`src/rtl/mine_placer_pkg.sv`:
```
// Shared minesweeper definitions.
// Purpose: board geometry constants used by the mine placer, the board
// bitmap RAM and the game FSM, plus the state encoding of the mine placer.
// Ports: none (package).
package mine_placer_pkg;

  // Default board geometry; the board RAM and game FSM size themselves
  // from the same numbers so every block agrees on the cell index width.
  localparam int BOARD_ROWS    = 16;
  localparam int BOARD_COLS    = 16;
  localparam int BOARD_CELLS   = BOARD_ROWS * BOARD_COLS;
  localparam int BOARD_IDX_W   = $clog2(BOARD_CELLS);
  localparam int DEF_MINES     = 40;
  localparam int DEF_MAX_TRIES = 4096;

  // Mine placer sequencing states.
  typedef enum logic [2:0] {
    ST_IDLE   = 3'd0,
    ST_CLEAR  = 3'd1,
    ST_SAMPLE = 3'd2,
    ST_RD     = 3'd3,
    ST_CHK    = 3'd4,
    ST_WR     = 3'd5,
    ST_DONE   = 3'd6
  } placer_state_t;

endpackage

```
`src/rtl/mine_placer.sv`:
```
// Mine placer: clears the board bitmap, then places MINES mines at
// pseudo-random cells by rejection sampling of an external LFSR stream.
// Ports:
//   clk, rst      clock and synchronous active-high reset
//   start         begin a new board (only honoured while idle)
//   safe_cell     first-click cell that must stay mine-free
//   rnd           candidate cell index, new value every clock
//   mem_addr/mem_we/mem_wdata/mem_rdata  single-port bitmap RAM interface
//   busy          generation in progress
//   done          one-cycle pulse when all mines are placed
//   err           sticky abort flag (too many rejections)
//   placed        number of mines placed so far
module mine_placer
  import mine_placer_pkg::*;
#(
  parameter  int ROWS      = BOARD_ROWS,
  parameter  int COLS      = BOARD_COLS,
  parameter  int MINES     = DEF_MINES,
  parameter  int MAX_TRIES = DEF_MAX_TRIES,
  localparam int CELLS     = ROWS * COLS,
  localparam int IDX_W     = $clog2(CELLS)
) (
  input  logic             clk,
  input  logic             rst,
  input  logic             start,
  input  logic [IDX_W-1:0] safe_cell,
  input  logic [IDX_W-1:0] rnd,
  output logic [IDX_W-1:0] mem_addr,
  output logic             mem_we,
  output logic             mem_wdata,
  input  logic             mem_rdata,
  output logic             busy,
  output logic             done,
  output logic             err,
  output logic [IDX_W-1:0] placed
);

  localparam int TRY_W = $clog2(MAX_TRIES + 1);

  // A board must leave room for the protected first-click cell.
  if (MINES > CELLS - 1) begin : g_mines_check
    $error("mine_placer: MINES must not exceed ROWS*COLS-1");
  end

  placer_state_t    state, state_n;
  logic [IDX_W-1:0] safe_q;
  logic [IDX_W-1:0] cand_q;
  logic [IDX_W-1:0] clr_idx;
  logic [TRY_W-1:0] tries;
  logic [TRY_W-1:0] tries_inc;
  logic [31:0]      rnd_ext;
  logic             reject_rnd;
  logic             last_try;

  // Candidate screening. rnd is widened so the range test still works when
  // CELLS is a power of two and no index can actually be out of range.
  assign rnd_ext    = {{(32-IDX_W){1'b0}}, rnd};
  assign reject_rnd = (rnd_ext >= 32'(CELLS)) || (rnd == safe_q);
  assign last_try   = (tries == TRY_W'(MAX_TRIES - 1));
  assign tries_inc  = (tries == TRY_W'(MAX_TRIES)) ? tries : tries + 1'b1;

  // State register and datapath registers: latch the safe cell on an
  // accepted start, walk the clear index, capture candidates, count
  // rejections (saturating) and placed mines, and raise err on abort.
  always_ff @(posedge clk) begin
    if (rst) begin
      state   <= ST_IDLE;
      safe_q  <= '0;
      cand_q  <= '0;
      clr_idx <= '0;
      tries   <= '0;
      placed  <= '0;
      err     <= 1'b0;
    end else begin
      state <= state_n;
      case (state)
        ST_IDLE: begin
          if (start) begin
            safe_q  <= safe_cell;
            err     <= 1'b0;
            placed  <= '0;
            tries   <= '0;
            clr_idx <= '0;
          end
        end
        ST_CLEAR: begin
          if (clr_idx != IDX_W'(CELLS - 1)) begin
            clr_idx <= clr_idx + 1'b1;
          end
        end
        ST_SAMPLE: begin
          cand_q <= rnd;
          if (reject_rnd) begin
            tries <= tries_inc;
            if (last_try) begin
              err <= 1'b1;
            end
          end
        end
        ST_CHK: begin
          if (mem_rdata) begin
            tries <= tries_inc;
            if (last_try) begin
              err <= 1'b1;
            end
          end
        end
        ST_WR: begin
          placed <= placed + 1'b1;
        end
        default: begin
        end
      endcase
    end
  end

  // Next-state decode. Every rejection path leaves for IDLE instead of
  // SAMPLE once the rejection budget is exhausted.
  always_comb begin
    state_n = state;
    case (state)
      ST_IDLE:   if (start) state_n = ST_CLEAR;
      ST_CLEAR:  if (clr_idx == IDX_W'(CELLS - 1)) state_n = ST_SAMPLE;
      ST_SAMPLE: begin
        if (reject_rnd) state_n = last_try ? ST_IDLE : ST_SAMPLE;
        else            state_n = ST_RD;
      end
      ST_RD:     state_n = ST_CHK;
      ST_CHK: begin
        if (mem_rdata) state_n = last_try ? ST_IDLE : ST_SAMPLE;
        else           state_n = ST_WR;
      end
      ST_WR:     state_n = (placed == IDX_W'(MINES - 1)) ? ST_DONE : ST_SAMPLE;
      ST_DONE:   state_n = ST_IDLE;
      default:   state_n = ST_IDLE;
    endcase
  end

  // RAM-side and status outputs are decoded only from the state and
  // registered indices, so rnd never reaches the RAM combinationally.
  always_comb begin
    mem_we    = (state == ST_CLEAR) || (state == ST_WR);
    mem_wdata = (state == ST_WR);
    mem_addr  = '0;
    if (state == ST_CLEAR) begin
      mem_addr = clr_idx;
    end else if ((state == ST_RD) || (state == ST_WR)) begin
      mem_addr = cand_q;
    end
    busy = (state != ST_IDLE) && (state != ST_DONE);
    done = (state == ST_DONE);
  end

endmodule

```
`config.mk`:
```
export PLATFORM = sky130hd
export DESIGN_NAME = mine_placer
export DESIGN_NICKNAME = d
export VERILOG_FILES = /design/src/rtl/mine_placer_pkg.sv /design/src/rtl/mine_placer.sv
export SDC_FILE = /design/constraint.sdc
export NUM_CORES = 1
export LEC_CHECK = 0
export BUFFER_PORTS_ARGS = -buffer_cell sky130_fd_sc_hd__buf_2
export CORE_MARGIN = 2
export CORE_UTILIZATION = 53
export DETAILED_ROUTE_END_ITERATION = 10
export PLACE_DENSITY = 0.75
export RECOVER_POWER = 25
export SKIP_LAST_GASP = 1
export SYNTH_ARGS = -nofsm -noshare
export SYNTH_HDL_FRONTEND = slang
export SYNTH_SLANG_ARGS = --single-unit
```
`constraint.sdc`:
```
create_clock -name clk -period 4.5 [get_ports clk]
set_clock_uncertainty 0.15 [all_clocks]
set_input_delay 0.225 -clock clk [delete_from_list [all_inputs] [get_ports clk]]
set_output_delay 0.225 -clock clk [all_outputs]
set_load 0.02 [all_outputs]
```
==> summary.md <==
| Metric | Value |
|---|---|
| Maximum VDD drop | `0.000176 V` |
| Antenna diodes | `0` |
| H-tree depth | `2` |
| Share of the synthesized area in the top cell type | `38.0%` |
| R2R depth | `5` |
| RSZ-0062 raised after global routing | `no` |
| Drt drc | `0` |
| PortBufs | `40` |
| Slew @ Worst Pin | `0.786 ns` |
| Initial Utilization | `55.0%` |
| I/O pins | `41` |
| Wire per inst | `14.1 microns` |
| Worst-path clk slew | `0.09 ns` |
| GRT Overall Usage | `22.5%` |
| GPL Wtd Cong | `0.850` |
| Vias | `2399` |
| Leak Pwr | `1.12 nW` |
| Final period util | `66.7%` |
| Fin crit period | `3.00 ns` |
| CP max stage delay | `0.65 ns` |
| Overall power | `1.11 mW` |
| First-pass GRT wire length | `9.62 mm` |
| Gate Count Post-Synth | `321` |
| Avg Inst Size Synth | `8.03 sq um` |
| Critical path data required time | `4.53 ns` |
| Initial antenna violation count | `0` |
| Clk network pwr share | `24.6%` |
| First-pass DRT Iterations | `4` |
| Rows | `25` |
| Number of fill cells | `413` |
| Sw frac | `35.9%` |
| Area of the core | `4690 sq um` |
| Rel. slew slack | `47.6%` |
| Most common cell after layout, fill and taps aside | `dfxtp_1` |
| WP data arrival | `3.03 ns` |
| Status | `completed` |
| Total internal power | `709 uW` |
| Switching pwr | `397 uW` |
| Worst hold path cell count | `3` |
| Mapped Nets | `345` |
| Logic pwr share | `28.7%` |
| Die Y | `73.8 microns` |
| CP Class | `reg -> reg` |
| Vias in the first global route | `2153` |
| Pwr Density | `380 nW/um^2` |
| Synth warn | `0` |
| Die area | `5440 sq um` |
| CP Capture Type | `register` |
| Root Buffer | `clkbuf_8` |
| Wirelength, routed | `5.80 mm` |
| Clock Path Buffers | `2` |
| CTS buffer count | `5` |
| Synth cell types | `46` |
| Die X | `73.8 microns` |
| Pin count of the biggest net entering global routing | `42` |
| Reg power frac | `46.7%` |
| Most frequent cells in the layout | `49 x dfxtp_1, 42 x nor2_1, 37 x nand2_1` |
| Seq cells post-synth | `49` |
| Ranking of synthesized cells by area | `dfxtp_1 38%, nor2_1 6.1%, nand2_1 5.4%` |
| CTS tree | `built` |
| Hold Crit Class | `in -> reg` |
| Max Slew Vio Count | `0` |
| Final setup vio count | `0` |
| CTS sink count | `49` |
| Setup TNS | `0 ns` |
| Fmax | `333 MHz` |
| Area Growth Syn to Fin | `12.8%` |
| Detailed Place HPWL | `3.91 mm` |
| Final Core Density | `62.0%` |
| Largest area contributor in the netlist | `dfxtp_1` |
| Register area share after synthesis | `38.0%` |
| Crit-path max FO | `16` |
| Mapped Area | `2580 sq um` |
| Max cap viols | `0` |
| Nets | `379` |
| Type of origin of the critical path | `register` |
| Share of post-route cells with drive strength above 1 | `12.4%` |
| DRT iter0 DRCs | `157` |
| Endpoints failing hold | `0` |
| Critical path, cell by cell | `xor2_1 > nor2b_1 > a311o_1 > or3_1 > o21ai_0` |
| Worst hold margin | `0.0227 ns` |
| Grt total ovfl | `0` |
| Clk_lat worst skew | `0.31 ns` |
| Routed vias/inst | `5.85` |
| Post-route ant nets | `0` |
| Slowest cell on the critical path | `xor2_1` |
==> what timing repair did <==
item | CTS | global route
hold endpoints to repair | 8 | 0
hold buffers | 8 | 0
resized for setup | 0 | 0
buffers inserted | 0 | 0
setup endpoints to repair | 0 | 0
==> critical path, delay by kind of cell, from the launching register on <==
| family | cells | cell delay, ns |
|---|---|---|
| flip-flops | 1 | 0.58 |
| AND/OR/NAND/NOR | 2 | 0.78 |
| XOR/XNOR | 1 | 0.65 |
| AO/OA/AOI/OAI | 2 | 0.71 |
==> final timing paths <==
path / from / to / slack, ns
min reg2reg: err / err / 0.30
min: rnd[4] / cand_q[4] / 0.02
max: state[2] / tries[3] / 1.50
max reg2reg: state[2] / tries[3] / 1.50
==> flip-flops by register name, indices dropped and copies added (netlist names) <==
name     flops
cand_q       8
tries       13
safe_q       8
state        3
placed       8
clr_idx      8
err          1
==> per-layer routing <==
layer  global-route usage [%]  part of all wire (%)
met2                     33.4                    45
met4                     8.28                   2.3
met3                     5.49                   4.3
met5                        0                     0
met1                     31.4                    48
==> stage by stage <==
| step | setup WS (ns) | area (sq um) | std cells |
|---|---|---|---|
| 2_1_floorplan | 2.43 | 2580 | 321 |
| 4_1_cts | 1.58 | 2920 | 410 |
| 5_1_grt | 1.21 | 2910 | 410 |
| 6_report | 1.50 | 2910 | 410 |
| 3_5_place_dp | 1.60 | 2750 | 394 |
| 3_3_place_gp | 1.75 | 2750 | 394 |
==> synth_stat cells, drive strengths merged <==
cell type  instances
clkbuf            16
and2               4
nand3b             1
nand3              8
dfxtp             49
o32ai              1
nor2              42
o211a              1
nand2b             1
a311o              1
o311ai            12
nor3               5
xor2              13
or2                2
o31ai              2
mux2i              8
or4                3
xnor2              1
nor4b              2
nor4               3
and4               1
ha                 4
a22oi              8
mux2               2
nand4              7
o21ai             10
o211ai             2
buf                6
o41ai              7
or4b               1
nor2b             10
a21oi             23
a211oi             2
and3               9
inv                8
or3                2
a31oi              4
nand2             37
nand4b             1
a41oi              1
a21boi             1
==> logic make-up (layout without fill, tap and decap cells) <==
kind of cell,after synthesis,after routing,synth area share (%)
simple gates,139,139,26.2
buf+inv,30,65,5.34
flops,49,49,38.0
mux,10,10,3.98
compound gates,75,75,19.8
fa+ha+maj,4,4,1.94
xor+xnor,14,14,4.76
==> power by group through the flow <==
stage	combinational, mW	clock (mW)	sequential (mW)
final	0.317	0.272	0.516
after global routing	0.361	0.299	0.522
after CTS	0.318	0.281	0.516
after detailed placement	0.312	0	0.526
after global placement	0.306	0	0.524
after floorplan	0.273	0	0.500
==> area by class of cell <==
class	count	area (sq um)	area share [%]
multi-input cells	242	1460	50.2
flip-flops and latches	49	981	33.7
repair buffers	49	273	9.38
clock buffers	6	82.6	2.84
well taps	54	67.6	2.32
inverters	8	30.0	1.03
clock inverters	2	13.8	0.473
No activity file was read; power rests on OpenSTA's default activity.
